**config.mk**
```make
export PLATFORM = sky130hd
export DESIGN_NAME = adc_scan_sequencer
export DESIGN_NICKNAME = d
export VERILOG_FILES = /design/src/rtl/adc_scan_sequencer.sv
export SDC_FILE = /design/constraint.sdc
export NUM_CORES = 1
export LEC_CHECK = 0
export CAP_MARGIN = 20
export CORE_MARGIN = 1.5
export CORE_UTILIZATION = 54
export DETAILED_ROUTE_END_ITERATION = 8
export PLACE_DENSITY_LB_ADDON = 0.12
export SYNTH_ARGS = -nofsm -noshare
export SYNTH_HDL_FRONTEND = slang
export SYNTH_SLANG_ARGS = --single-unit
```
**constraint.sdc**
```tcl
create_clock -name clk -period 5.19 [get_ports clk]
set_input_delay 1.038 -clock clk [delete_from_list [all_inputs] [get_ports clk]]
set_output_delay 1.038 -clock clk [all_outputs]
set_load 0.02 [all_outputs]
```
**src/rtl/adc_scan_sequencer.sv**
```systemverilog
// adc_scan_sequencer
// Scans a masked set of ADC channels in ascending order, issues one conversion
// request per sample to the SPI engine, averages 2^AVG_LOG2 samples per channel
// and stores each average in a per-channel result bank.
//
// Ports:
//   clk            system clock
//   rst            synchronous reset, active-high
//   enable         level; keep scanning pass after pass while high
//   single_shot    pulse; request exactly one pass (only honoured in IDLE)
//   ch_mask        channel enable mask, bit i = channel i
//   conv_start     one-cycle conversion request to the SPI engine
//   conv_channel   channel address of the current conversion
//   conv_done      one-cycle end-of-conversion strobe from the SPI engine
//   conv_data      sample, valid while conv_done is high
//   result_valid   one-cycle strobe, an averaged result is published
//   result_channel channel of the published result
//   result_data    averaged result
//   rd_channel     read-port address
//   rd_data        bank[rd_channel], combinational
//   scan_done      one-cycle strobe at the end of each pass
//   busy           high whenever the sequencer is not idle
//   timeout_err    sticky flag, a conversion never completed
//   err_clear      clears timeout_err (a new timeout wins over a clear)
module adc_scan_sequencer #(
  parameter int NUM_CH   = 8,
  parameter int CH_W     = 3,
  parameter int DATA_W   = 12,
  parameter int AVG_LOG2 = 2,
  parameter int TIMEOUT  = 1023
) (
  input  logic              clk,
  input  logic              rst,
  input  logic              enable,
  input  logic              single_shot,
  input  logic [NUM_CH-1:0] ch_mask,
  output logic              conv_start,
  output logic [CH_W-1:0]   conv_channel,
  input  logic              conv_done,
  input  logic [DATA_W-1:0] conv_data,
  output logic              result_valid,
  output logic [CH_W-1:0]   result_channel,
  output logic [DATA_W-1:0] result_data,
  input  logic [CH_W-1:0]   rd_channel,
  output logic [DATA_W-1:0] rd_data,
  output logic              scan_done,
  output logic              busy,
  output logic              timeout_err,
  input  logic              err_clear
);

  localparam int ACC_W = DATA_W + AVG_LOG2;
  localparam int CNT_W = AVG_LOG2 + 1;
  localparam int TMO_W = $clog2(TIMEOUT + 1);
  localparam logic [CNT_W-1:0] LAST_CNT = CNT_W'((1 << AVG_LOG2) - 1);
  localparam logic [TMO_W-1:0] TMO_LAST = TMO_W'(TIMEOUT - 1);

  typedef enum logic [2:0] {
    IDLE,
    SELECT,
    START,
    WAIT,
    PUBLISH
  } state_t;

  state_t             state;
  logic [NUM_CH-1:0]  mask_q;
  logic [CH_W-1:0]    ptr;
  logic [ACC_W-1:0]   acc;
  logic [CNT_W-1:0]   count;
  logic [TMO_W-1:0]   tmo_cnt;
  logic [DATA_W-1:0]  bank [NUM_CH];

  logic [CH_W-1:0]    low_ptr;
  logic [CH_W-1:0]    next_ptr;
  logic               has_next;
  logic               mask_any;
  logic [ACC_W-1:0]   acc_sum;
  logic               last_sample;
  logic               tmo_hit;
  logic               advance;

  // Lowest set bit of the live mask (start of a new pass) and the next set
  // bit of the latched mask above the current channel. Both loops run from
  // the top down so the last hit is the lowest qualifying index.
  always_comb begin
    low_ptr  = '0;
    next_ptr = ptr;
    has_next = 1'b0;
    for (int i = NUM_CH - 1; i >= 0; i--) begin
      if (ch_mask[i]) begin
        low_ptr = CH_W'(i);
      end
      if (mask_q[i] && (CH_W'(i) > ptr)) begin
        has_next = 1'b1;
        next_ptr = CH_W'(i);
      end
    end
  end

  assign mask_any    = |ch_mask;
  assign acc_sum     = acc + ACC_W'(conv_data);
  assign last_sample = (count == LAST_CNT);

  // A timeout only fires when the final allowed WAIT cycle passes without a
  // conv_done; a conv_done in that same cycle is still accepted.
  assign tmo_hit = (state == WAIT) && !conv_done && (tmo_cnt == TMO_LAST);

  // Leaving a channel happens after a publish or after a timeout skip.
  assign advance = (state == PUBLISH) || tmo_hit;

  assign busy    = (state != IDLE);

  // Reads see the bank contents before any write in the same cycle.
  assign rd_data = bank[rd_channel];

  // Main sequencer. Strobes default low every cycle; conv_start and
  // result_valid are set on the transition into START / PUBLISH so they are
  // high exactly while those states are current. The advance block at the
  // end overrides the per-state next state when a channel is finished.
  always_ff @(posedge clk) begin
    if (rst) begin
      state          <= IDLE;
      mask_q         <= '0;
      ptr            <= '0;
      acc            <= '0;
      count          <= '0;
      tmo_cnt        <= '0;
      conv_start     <= 1'b0;
      conv_channel   <= '0;
      result_valid   <= 1'b0;
      result_channel <= '0;
      result_data    <= '0;
      scan_done      <= 1'b0;
      timeout_err    <= 1'b0;
      for (int i = 0; i < NUM_CH; i++) begin
        bank[i] <= '0;
      end
    end else begin
      conv_start   <= 1'b0;
      result_valid <= 1'b0;
      scan_done    <= 1'b0;

      if (err_clear) begin
        timeout_err <= 1'b0;
      end

      case (state)
        IDLE: begin
          if (mask_any && (enable || single_shot)) begin
            mask_q       <= ch_mask;
            ptr          <= low_ptr;
            conv_channel <= low_ptr;
            state        <= SELECT;
          end
        end

        SELECT: begin
          acc        <= '0;
          count      <= '0;
          conv_start <= 1'b1;
          state      <= START;
        end

        START: begin
          tmo_cnt <= '0;
          state   <= WAIT;
        end

        WAIT: begin
          if (conv_done) begin
            acc   <= acc_sum;
            count <= count + CNT_W'(1);
            if (last_sample) begin
              result_valid   <= 1'b1;
              result_channel <= ptr;
              result_data    <= DATA_W'(acc_sum >> AVG_LOG2);
              state          <= PUBLISH;
            end else begin
              conv_start <= 1'b1;
              state      <= START;
            end
          end else if (tmo_hit) begin
            timeout_err <= 1'b1;
            acc         <= '0;
            count       <= '0;
          end else begin
            tmo_cnt <= tmo_cnt + TMO_W'(1);
          end
        end

        PUBLISH: begin
          bank[ptr] <= result_data;
        end

        default: begin
          state <= IDLE;
        end
      endcase

      // Move to the next masked channel, or close the pass and either
      // restart from a freshly latched mask or go idle.
      if (advance) begin
        if (has_next) begin
          ptr          <= next_ptr;
          conv_channel <= next_ptr;
          state        <= SELECT;
        end else begin
          scan_done <= 1'b1;
          if (enable && mask_any) begin
            mask_q       <= ch_mask;
            ptr          <= low_ptr;
            conv_channel <= low_ptr;
            state        <= SELECT;
          end else begin
            state <= IDLE;
          end
        end
      end
    end
  end

endmodule

```
==> results.md, run 1 <==
* Maxcap violations at 0
* Vias in the first global route at 5,349
* Outcome: finished, final reports clean
* Final worst-path cycle share at 84.27%
* Cell Rows at 43
* Ratio of cells with drive above 1 in the final layout at 11.72%
* Type of element capturing the critical path: primary output
* Number of H-tree levels at 4
* Number of buffers added to fix hold violations after cts at 0
* Layout Cells excl Fill at 931
* Worst relative slew slack at 51.89%
* Antenna violations before repair at 0
* DRC violations left at 0
* Crit path cell chain: clkdlybuf4s50_1, buf_4, mux4_2, mux2_2, clkdlybuf4s50_1
* Worst-path clk slew at 0.06 ns
* Total power density per cell area at 321.3 mW/mm2
* DPL Wire Length at 12.28 mm
* Min-Delay Startpoint: acc[5]
* Critical-path top delay cell: mux4_2
* Buffers added on ports at 63
* Unrepaired setup endpoints after global routing: false
* Post-synth EDFFs at 96
* Core region area at 0.01388 mm2
* Number of buffers added by the clock tree synthesis step at 17
* Routability Congestion at 0.8433
* Fin. Hold Viols at 0
* Number of cells upsized or downsized after cts at 0
* Final period demand of the worst path at 4.374 ns
* Post-synth cell types at 57
* Arrival @ worst endpoint at 3.34 ns
* Max clock buf depth at 2
* Die H at 122.4 um
* Global-route wire length before repair at 28.54 mm
* Initial DRC Count at 409
* Required arrival time at the worst endpoint at 4.15 ns
* Setup Slack @ Placement at 0.8103 ns
* Effective utilization at floorplan at 55.48%
* Static leakage at 3.337 nW
* Clock latency of the later-clocked register in the worst-skew pair at 0.42 ns
* Synth area leaders: edfxtp_1 37%, dfxtp_1 16%, and2_1 8.1%
* Post-Syn Area per Cell at 11.31 um2
* Max VDD drop at 231.0 uV
* Largest net degree at the start of global routing at 64
* Post CTS Setup Buffer Count at 0
* Setup Viol. Count Final at 0
* Yosys Warn Count at 0
* Final worst clock skew at 0.004213 ns
* Actual transition at the worst max-transition pin at 0.7202 ns
* Critical Path Fanout Max at 24
* Routed vias at 5,292
* F_max at 228.6 MHz
* Worst Setup SP: rd_channel[0]
* Setup slack of the critical path after layout at 0.8164 ns
* CTS Sinks at 158
* Startpoint type of the worst setup path: primary input
* Remaining antenna violation count at 0
* Critical Setup Path Class: primary input to primary output
* Final core utilization at 65.41%
* Synthesized instance count at 681
* Layout-stage area growth over the synthesis result at 17.90%
* Cell at the root of the clock tree: clkbuf_16
* Net count, final at 784
* Average via count per standard cell at 5.684
* Crit path top cell by count: clkdlybuf4s50_1
* Async SR Flop Fraction at 0%
* Antenna diode count at 0
* Die boundary width at 122.4 um
* Setup TNS Final at 0 ns
* Routed wire length per instance at 19.16 um
* Most common flop cell mapped by yosys: edfxtp_1
* Yosys reg bits at 158
* Sequential element share of the synthesized area at 53.55%
* Critical R2R Launch: state[0]
* Worst path max stage delay at 0.56 ns
* GRT overflow at 0
* Post-synthesis instance area at 0.007701 mm2
* Total Die Area at 0.01499 mm2
* 1st-pass router iterations at 5
* Number of I/O pins at 64
* Total count of max-transition violations in the final report at 0
* Synthesized Nets at 727
* Routed Wire Length at 17.84 mm
* Biggest area consumer among synthesized cells: edfxtp_1
* Total Routing Usage GR at 25.71%
* TritonCTS clock tree: built
* # placed instances at 899
* Post-synth top area share at 37.43%
* Hold/Removal Path Class: flop to flop
kinds of logic after synthesis:
kind of cell,synth area share (%)
DFF,53.55
AOI/OAI and AO/OA,9.472
xor gates and xnor gates,1.820
muxes,9.959
buffers and inverters,2.713
and+or+nand+nor,19.63
adders and majority gates,2.859
synthesized netlist by cell type, drive strengths merged, types with 2 or more instances:
library cell	number
nand2	43
a311oi	2
ha	16
clkbuf	28
a21oi	41
nor4	8
edfxtp	96
xor2	4
inv	18
and4	3
nand4	5
a22oi	6
mux4	24
nor2	54
o21ai	19
o21a	4
nor3	9
buf	7
nor2b	2
a21o	7
nor3b	2
mux2	13
a31oi	2
o31ai	6
o211ai	2
mux2i	8
or2	10
or3	4
o21bai	6
xnor2	12
nand3b	8
a21boi	4
a211oi	6
and2	100
and3	3
dfxtp	62
nor4b	2
nand2b	15
nand3	7
a2bb2oi	3
cell type report:
class | instances | area, um2
clock buffer | 20 | 436.7
clock inverter | 12 | 157.7
fill | 1037 | 4801
inverter | 18 | 67.56
multi-input combinational | 470 | 3368
sequential | 158 | 4124
tap | 180 | 225.2
timing repair buffer | 73 | 700.7
stage by stage:
step,power (W),instance area [um2],hold WS [ns]
after floorplan,0.001584,7701,0.4356
after global placement,0.001671,8486,0.4448
after detailed placement,0.001679,8486,0.4481
after CTS,0.002929,9080,0.4646
after global routing,0.003007,9080,0.4776
final,0.002917,9080,0.4592
sequential cells by signal (all words and copies together), names as in the netlist:
name            cells
bank               96
acc                14
result_data        12
tmo_cnt            10
mask_q              7
conv_channel        3
count               3
ptr                 3
result_channel      3
state               3
conv_start          1
result_valid        1
scan_done           1
timeout_err         1
layer usage:
metal	GRT usage (%)	up-vias	share of wire, %
met5	0	-	0
met1	32.87	2562	43
met2	44.94	139	52
met3	3.857	17	3.9
met4	8.358	0	1.3
li1	-	2574	-
power breakdown:
part / internal, W / switching [W]
logic: 0.000121 / 0.000140
clock network: 0.000759 / 0.000505
registers: 0.00136 / 0.0000280
total: 0.00224 / 0.000672
critical path: cells and delay by family:
family / cells / cell delay, ns
multiplexers: 2 / 0.85
buffers and inverters: 3 / 1.44
layout by cell type (no fill, tap or decap), types with 6 or more instances in the layout:
cell             count
nand2b_1            15
nor2_1              54
mux2_2              13
clkbuf_16           17
nor3_1               9
a21oi_1             41
nand2_1             43
nand3b_1             8
a22oi_1              6
edfxtp_1            96
clkdlybuf4s50_1     62
nand3_1              7
nor4_1               8
o21bai_1             6
mux4_2              24
mux2i_1              8
buf_4               10
or2_2                8
a211oi_1             6
xnor2_1             12
o21ai_1             14
and2_1             100
inv_1               17
a21o_1               7
ha_1                16
dfxtp_1             62
worst paths after layout:
| kind | endpoint | slack, ns | cells past startpoint |
|---|---|---|---|
| max | rd_data[6] | 0.82 | 5 |
| min | acc[5] | 0.46 | 2 |
| max reg2reg | result_data[8] | 2.66 | 6 |
| min reg2reg | acc[5] | 0.46 | 2 |
No activity file was read; power rests on OpenSTA's default activity.
==> inputs of run 2 (changes only) <==
clock period = 4.5 ns   (was 5.19 ns; I/O delays follow)
==> results.md, run 2 (synthesized netlist as in run 1, its figures left out) <==
* Startpoint type of the worst setup path: primary input
* Worst path max stage delay at 0.56 ns (about the same)
* Remaining antenna violation count at 0 (unchanged)
* Setup Viol. Count Final at 0 (unchanged)
* Antenna diode count at 0 (unchanged)
* Total Die Area at 0.01499 mm2 (unchanged)
* Largest registers in the final layout: bank: 96 flops, acc: 14 flops, result_data: 12 flops
* Routed Wire Length at 17.51 mm (-1.8%)
* Unrepaired setup endpoints after global routing: false
* Outcome: finished, final reports clean
* Post CTS Setup Buffer Count at 0 (unchanged)
* CTS Sinks at 158 (unchanged)
* Ratio of cells with drive above 1 in the final layout at 12.10% (+0.38 points)
* Crit path top cell by count: clkdlybuf4s50_1
* Type of element capturing the critical path: primary output
* Cell at the root of the clock tree: clkbuf_16
* Setup TNS Final at 0 ns (unchanged)
* Effective utilization at floorplan at 55.48% (unchanged)
* Final worst clock skew at 0.007251 ns (+0.003037 ns)
* Final period demand of the worst path at 3.923 ns
* Number of buffers added by the clock tree synthesis step at 17 (unchanged)
* Hold/Removal Path Class: flop to flop
* Layout-stage area growth over the synthesis result at 18.23%
* Max clock buf depth at 2 (unchanged)
* Max VDD drop at 287.1 uV (+24%)
* Global-route wire length before repair at 27.29 mm (-4.4%)
* Critical R2R Launch: state[0]
* Largest net degree at the start of global routing at 64 (unchanged)
* Most frequent standard cell in the layout excluding fill and tap cells: and2_1
* Number of H-tree levels at 4 (unchanged)
* Critical Setup Path Class: primary input to primary output
* Worst r2r dst: result_data[8]
* Required arrival time at the worst endpoint at 3.60 ns (-0.55 ns)
* Buffers added on ports at 63 (unchanged)
* Final worst-path cycle share at 87.17%
* Total Routing Usage GR at 24.68% (-1.0 points)
* Clock latency of the later-clocked register in the worst-skew pair at 0.43 ns (about the same)
* FF-to-FF setup slack at 2.01 ns (-0.65 ns)
* Static leakage at 3.359 nW (+0.65%)
* Initial DRC Count at 337 (-18%)
* Worst-path clk slew at 0.06 ns (about the same)
* Die H at 122.4 um (unchanged)
* Die boundary width at 122.4 um (unchanged)
* Final core utilization at 65.59% (+0.18 points)
* Number of cells upsized or downsized after cts at 0 (unchanged)
* Critical Path Fanout Max at 24 (unchanged)
* F_max at 254.9 MHz
* Worst relative slew slack at 52.01% (+0.12 points)
* Total power density per cell area at 369.8 mW/mm2 (+15%)
* Antenna violations before repair at 0 (unchanged)
* Highest-count cells in the layout ignoring fill and taps: 100 x and2_1, 96 x edfxtp_1, 62 x dfxtp_1, 62 x clkdlybuf4s50_1, 54 x nor2_1
* Maxcap violations at 0 (unchanged)
* Number of I/O pins at 64 (unchanged)
* Arrival @ worst endpoint at 3.02 ns (-0.32 ns)
* Core region area at 0.01388 mm2 (unchanged)
* DPL Wire Length at 11.97 mm (-2.5%)
* Crit path cell chain: clkdlybuf4s50_1, buf_12, mux4_2, mux2_2, clkdlybuf4s50_1
* Total count of max-transition violations in the final report at 0 (unchanged)
* GRT overflow at 0 (unchanged)
* Cell Rows at 43 (unchanged)
* Worst Setup SP: rd_channel[0]
* Number of buffers added to fix hold violations after cts at 0 (unchanged)
* Critical-path top delay cell: clkdlybuf4s50_1
* Average via count per standard cell at 5.755 (+1.3%)
* Number of flip-flops in the largest register at 96 (unchanged)
* Fin. Hold Viols at 0 (unchanged)
* Routed vias at 5,364 (+1.4%)
* Routability Congestion at 0.8656 (+2.6%)
* 1st-pass router iterations at 5 (unchanged)
* CP endpoint: rd_data[6]
* Routed wire length per instance at 18.79 um (-1.9%)
* Net count, final at 785 (+0.13%)
* Worst Reg-to-Reg Cells at 6 (unchanged)
* Vias in the first global route at 5,244 (-2.0%)
* Top register by number of flip-flops: bank
* DRC violations left at 0 (unchanged)
* Actual transition at the worst max-transition pin at 0.7184 ns (-0.001774 ns)
* TritonCTS clock tree: built
==> run 2: routing by layer <==
metal / routed length (um) / vias up / GRT usage [%]
li1: - / 2574 / -
met2: 9114 / 151 / 43.02
met1: 7245 / 2611 / 30.55
met3: 800 / 28 / 4.786
met5: 0 / - / 0
met4: 352 / 0 / 8.939
==> run 2: cell type report <==
type,count,area [um2]
Clock buffer,17,425.4
Inverter,18,67.56
Multi-Input combinational cell,470,3368
Clock inverter,15,173.9
Timing Repair Buffer,74,720.7
Fill cell,1076,4776
Tap cell,180,225.2
Sequential cell,158,4124
==> run 2: stage by stage <==
step / cell area, um2 / power [W] / hold slack [ns] / cells / worst slack [ns]
after floorplan: 7701 / 0.001827 / 0.4356 / 681 / 1.237
after global placement: 8506 / 0.001928 / 0.4447 / 900 / 0.5935
after detailed placement: 8506 / 0.001937 / 0.4495 / 900 / 0.5775
after CTS: 9105 / 0.003389 / 0.4584 / 932 / 0.5738
after global routing: 9105 / 0.003471 / 0.4838 / 932 / 0.5020
final: 9105 / 0.003367 / 0.4548 / 932 / 0.5772
==> run 2: power by group <==
group,switching (W),internal [W]
sequential,0.0000296,0.00157
clock,0.000625,0.000837
combinational,0.000162,0.000141
total,0.000816,0.00255
==> run 2: worst max-delay path: cells and delay by family <==
family,cells,cell delay (ns)
multiplexers,2,0.81
buffers and inverters,3,1.29
==> run 2: worst min-delay path by stage <==
stage,startpoint,to,slack [ns],depth (start not counted)
2_1_floorplan,acc[4],acc[4],0.44,2
3_3_place_gp,acc[5],acc[5],0.44,2
3_5_place_dp,acc[4],acc[4],0.45,2
4_1_cts,acc[4],acc[4],0.46,2
5_1_grt,acc[4],acc[4],0.48,2
6_report,acc[4],acc[4],0.45,2
==> inputs of run 3 (changes only) <==
CORE_UTILIZATION = 58   (was 54)
==> results.md, run 3 (synthesized netlist as in run 1, its figures left out) <==
* Outcome: finished, final reports clean
* Startpoint type of the worst setup path: primary input
* Fill cell total of the finished layout at 918 (-15%)
* Critical Setup Path Class: primary input to primary output
* Critical-path top delay cell: clkdlybuf4s50_1
* Worst slack on hold paths at 0.4579 ns (+0.003141 ns)
* Global-route wire length before repair at 28.63 mm (+4.9%)
* Max VDD drop at 229.1 uV (-20%)
* Number of flip-flops in the largest register at 96 (unchanged)
* Number of buffers added to fix hold violations after cts at 0 (unchanged)
* DRC violations left at 0 (unchanged)
* Final period demand of the worst path at 3.912 ns (-0.01078 ns)
* Routability Congestion at 0.8928 (+3.1%)
* Number of H-tree levels at 4 (unchanged)
* Actual transition at the worst max-transition pin at 0.7708 ns (+0.05241 ns)
* Clock latency of the later-clocked register in the worst-skew pair at 0.43 ns (about the same)
* Highest-count cells in the layout ignoring fill and taps: 100 x and2_1, 96 x edfxtp_1, 62 x dfxtp_1, 62 x clkdlybuf4s50_1, 54 x nor2_1
* Largest registers in the final layout: bank: 96 flops, acc: 14 flops, result_data: 12 flops
* Layout-stage area growth over the synthesis result at 17.12%
* Max clock buf depth at 2 (unchanged)
* Setup Viol. Count Final at 0 (unchanged)
* Die boundary width at 118.2 um (-3.4%)
* # placed instances at 891 (-1.0%)
* Type of element capturing the critical path: primary output
* Final core utilization at 70.61% (+5.0 points)
* Hold/Removal Path Class: flop to flop
* Number of buffers added by the clock tree synthesis step at 17 (unchanged)
* F_max at 255.6 MHz (+0.28%)
* Largest net degree at the start of global routing at 64 (unchanged)
* Total Die Area at 0.01398 mm2 (-6.7%)
* Initial DRC Count at 446 (+32%)
* Worst path max stage delay at 0.57 ns (about the same)
* Layout Cells excl Fill at 922 (-1.1%)
* Maxcap violations at 0 (unchanged)
* Ratio of cells with drive above 1 in the final layout at 11.33% (-0.77 points)
* 1st-pass router iterations at 4 (-1)
* Cell Rows at 41 (-4.7%)
* Core region area at 0.01277 mm2 (-8.0%)
* Routed wire length per instance at 19.41 um (+3.3%)
* Arrival @ worst endpoint at 3.01 ns (about the same)
* Worst Hold Depth at 2 (unchanged)
* Worst-path clk slew at 0.06 ns (about the same)
* Most frequent standard cell in the layout excluding fill and tap cells: and2_1
* GRT overflow at 0 (unchanged)
* Final worst-path cycle share at 86.93% (-0.24 points)
* Total power density per cell area at 357.8 mW/mm2 (-3.2%)
* Number of cells upsized or downsized after cts at 0 (unchanged)
* Fin. Hold Viols at 0 (unchanged)
* Net count, final at 784 (-0.13%)
* Total count of max-transition violations in the final report at 0 (unchanged)
* Effective utilization at floorplan at 60.29% (+4.8 points)
* CTS Sinks at 158 (unchanged)
* Placed Instance Area at 0.008488 mm2 (-0.21%)
* Crit path cell chain: clkdlybuf4s50_1, buf_12, mux4_2, mux2_2, clkdlybuf4s50_1
* Total Routing Usage GR at 26.70% (+2.0 points)
* Die H at 118.2 um (-3.4%)
* Required arrival time at the worst endpoint at 3.60 ns (about the same)
* Setup TNS Final at 0 ns (unchanged)
* Crit path top cell by count: clkdlybuf4s50_1
* Buffers added on ports at 63 (unchanged)
* Cell at the root of the clock tree: clkbuf_16
* Critical Path Fanout Max at 24 (unchanged)
* Remaining antenna violation count at 0 (unchanged)
* Antenna diode count at 0 (unchanged)
* Final worst clock skew at 0.009654 ns (+0.002404 ns)
* Finished Cell Area at 0.009020 mm2 (-0.93%)
* Antenna violations before repair at 0 (unchanged)
* Routed vias at 5,382 (+0.34%)
* Average via count per standard cell at 5.837 (+1.4%)
* Worst relative slew slack at 48.51% (-3.5 points)
* Vias in the first global route at 5,457 (+4.1%)
* Worst Reg-to-Reg Cells at 6 (unchanged)
* Post CTS Setup Buffer Count at 0 (unchanged)
* Unrepaired setup endpoints after global routing: false
* DPL Wire Length at 12.04 mm (+0.61%)
* Top register by number of flip-flops: bank
* Routed Wire Length at 17.90 mm (+2.2%)
* Number of I/O pins at 64 (unchanged)
* TritonCTS clock tree: built
* Static leakage at 3.311 nW (-1.4%)
## run 3: final timing paths
path,start,to,slack [ns]
setup / recovery,rd_channel[0],rd_data[1],0.59
hold / removal,acc[4],acc[4],0.46
setup reg to reg,state[0],result_data[8],1.97
hold reg to reg,acc[4],acc[4],0.46
## run 3: area by class of cell
class / instances / area (um2) / area share (%)
clock inverter: 11 / 95.09 / 1.054
multi-input combinational: 470 / 3368 / 37.34
tap: 172 / 215.2 / 2.386
inverter: 18 / 67.56 / 0.7491
timing repair buffer: 73 / 713.2 / 7.907
clock buffer: 20 / 436.7 / 4.841
sequential: 158 / 4124 / 45.72
## run 3: power by group
group | total, W | internal (W) | switching, W
sequential | 0.00160 | 0.00157 | 0.0000311
combinational | 0.000306 | 0.000141 | 0.000165
clock | 0.00132 | 0.000752 | 0.000564
## run 3: layer usage
metal,up-vias,routed length [um],GRT usage (%)
met3,35,999,5.164
met4,0,429,11.05
li1,2574,-,-
met1,2577,7345,33.13
met2,196,9122,45.78
met5,-,0,0
## run 3: worst max-delay path, delay by kind of cell
kind	cells	cell delay, ns
buffers and inverters	3	1.30
multiplexers	2	0.81
## run 3: stage by stage
stage	setup WS (ns)	power (W)
after CTS	0.5717	0.003235
after floorplan	1.237	0.001827
after detailed placement	0.5754	0.001938
final	0.5880	0.003228
after global routing	0.5165	0.003323
after global placement	0.6015	0.001927
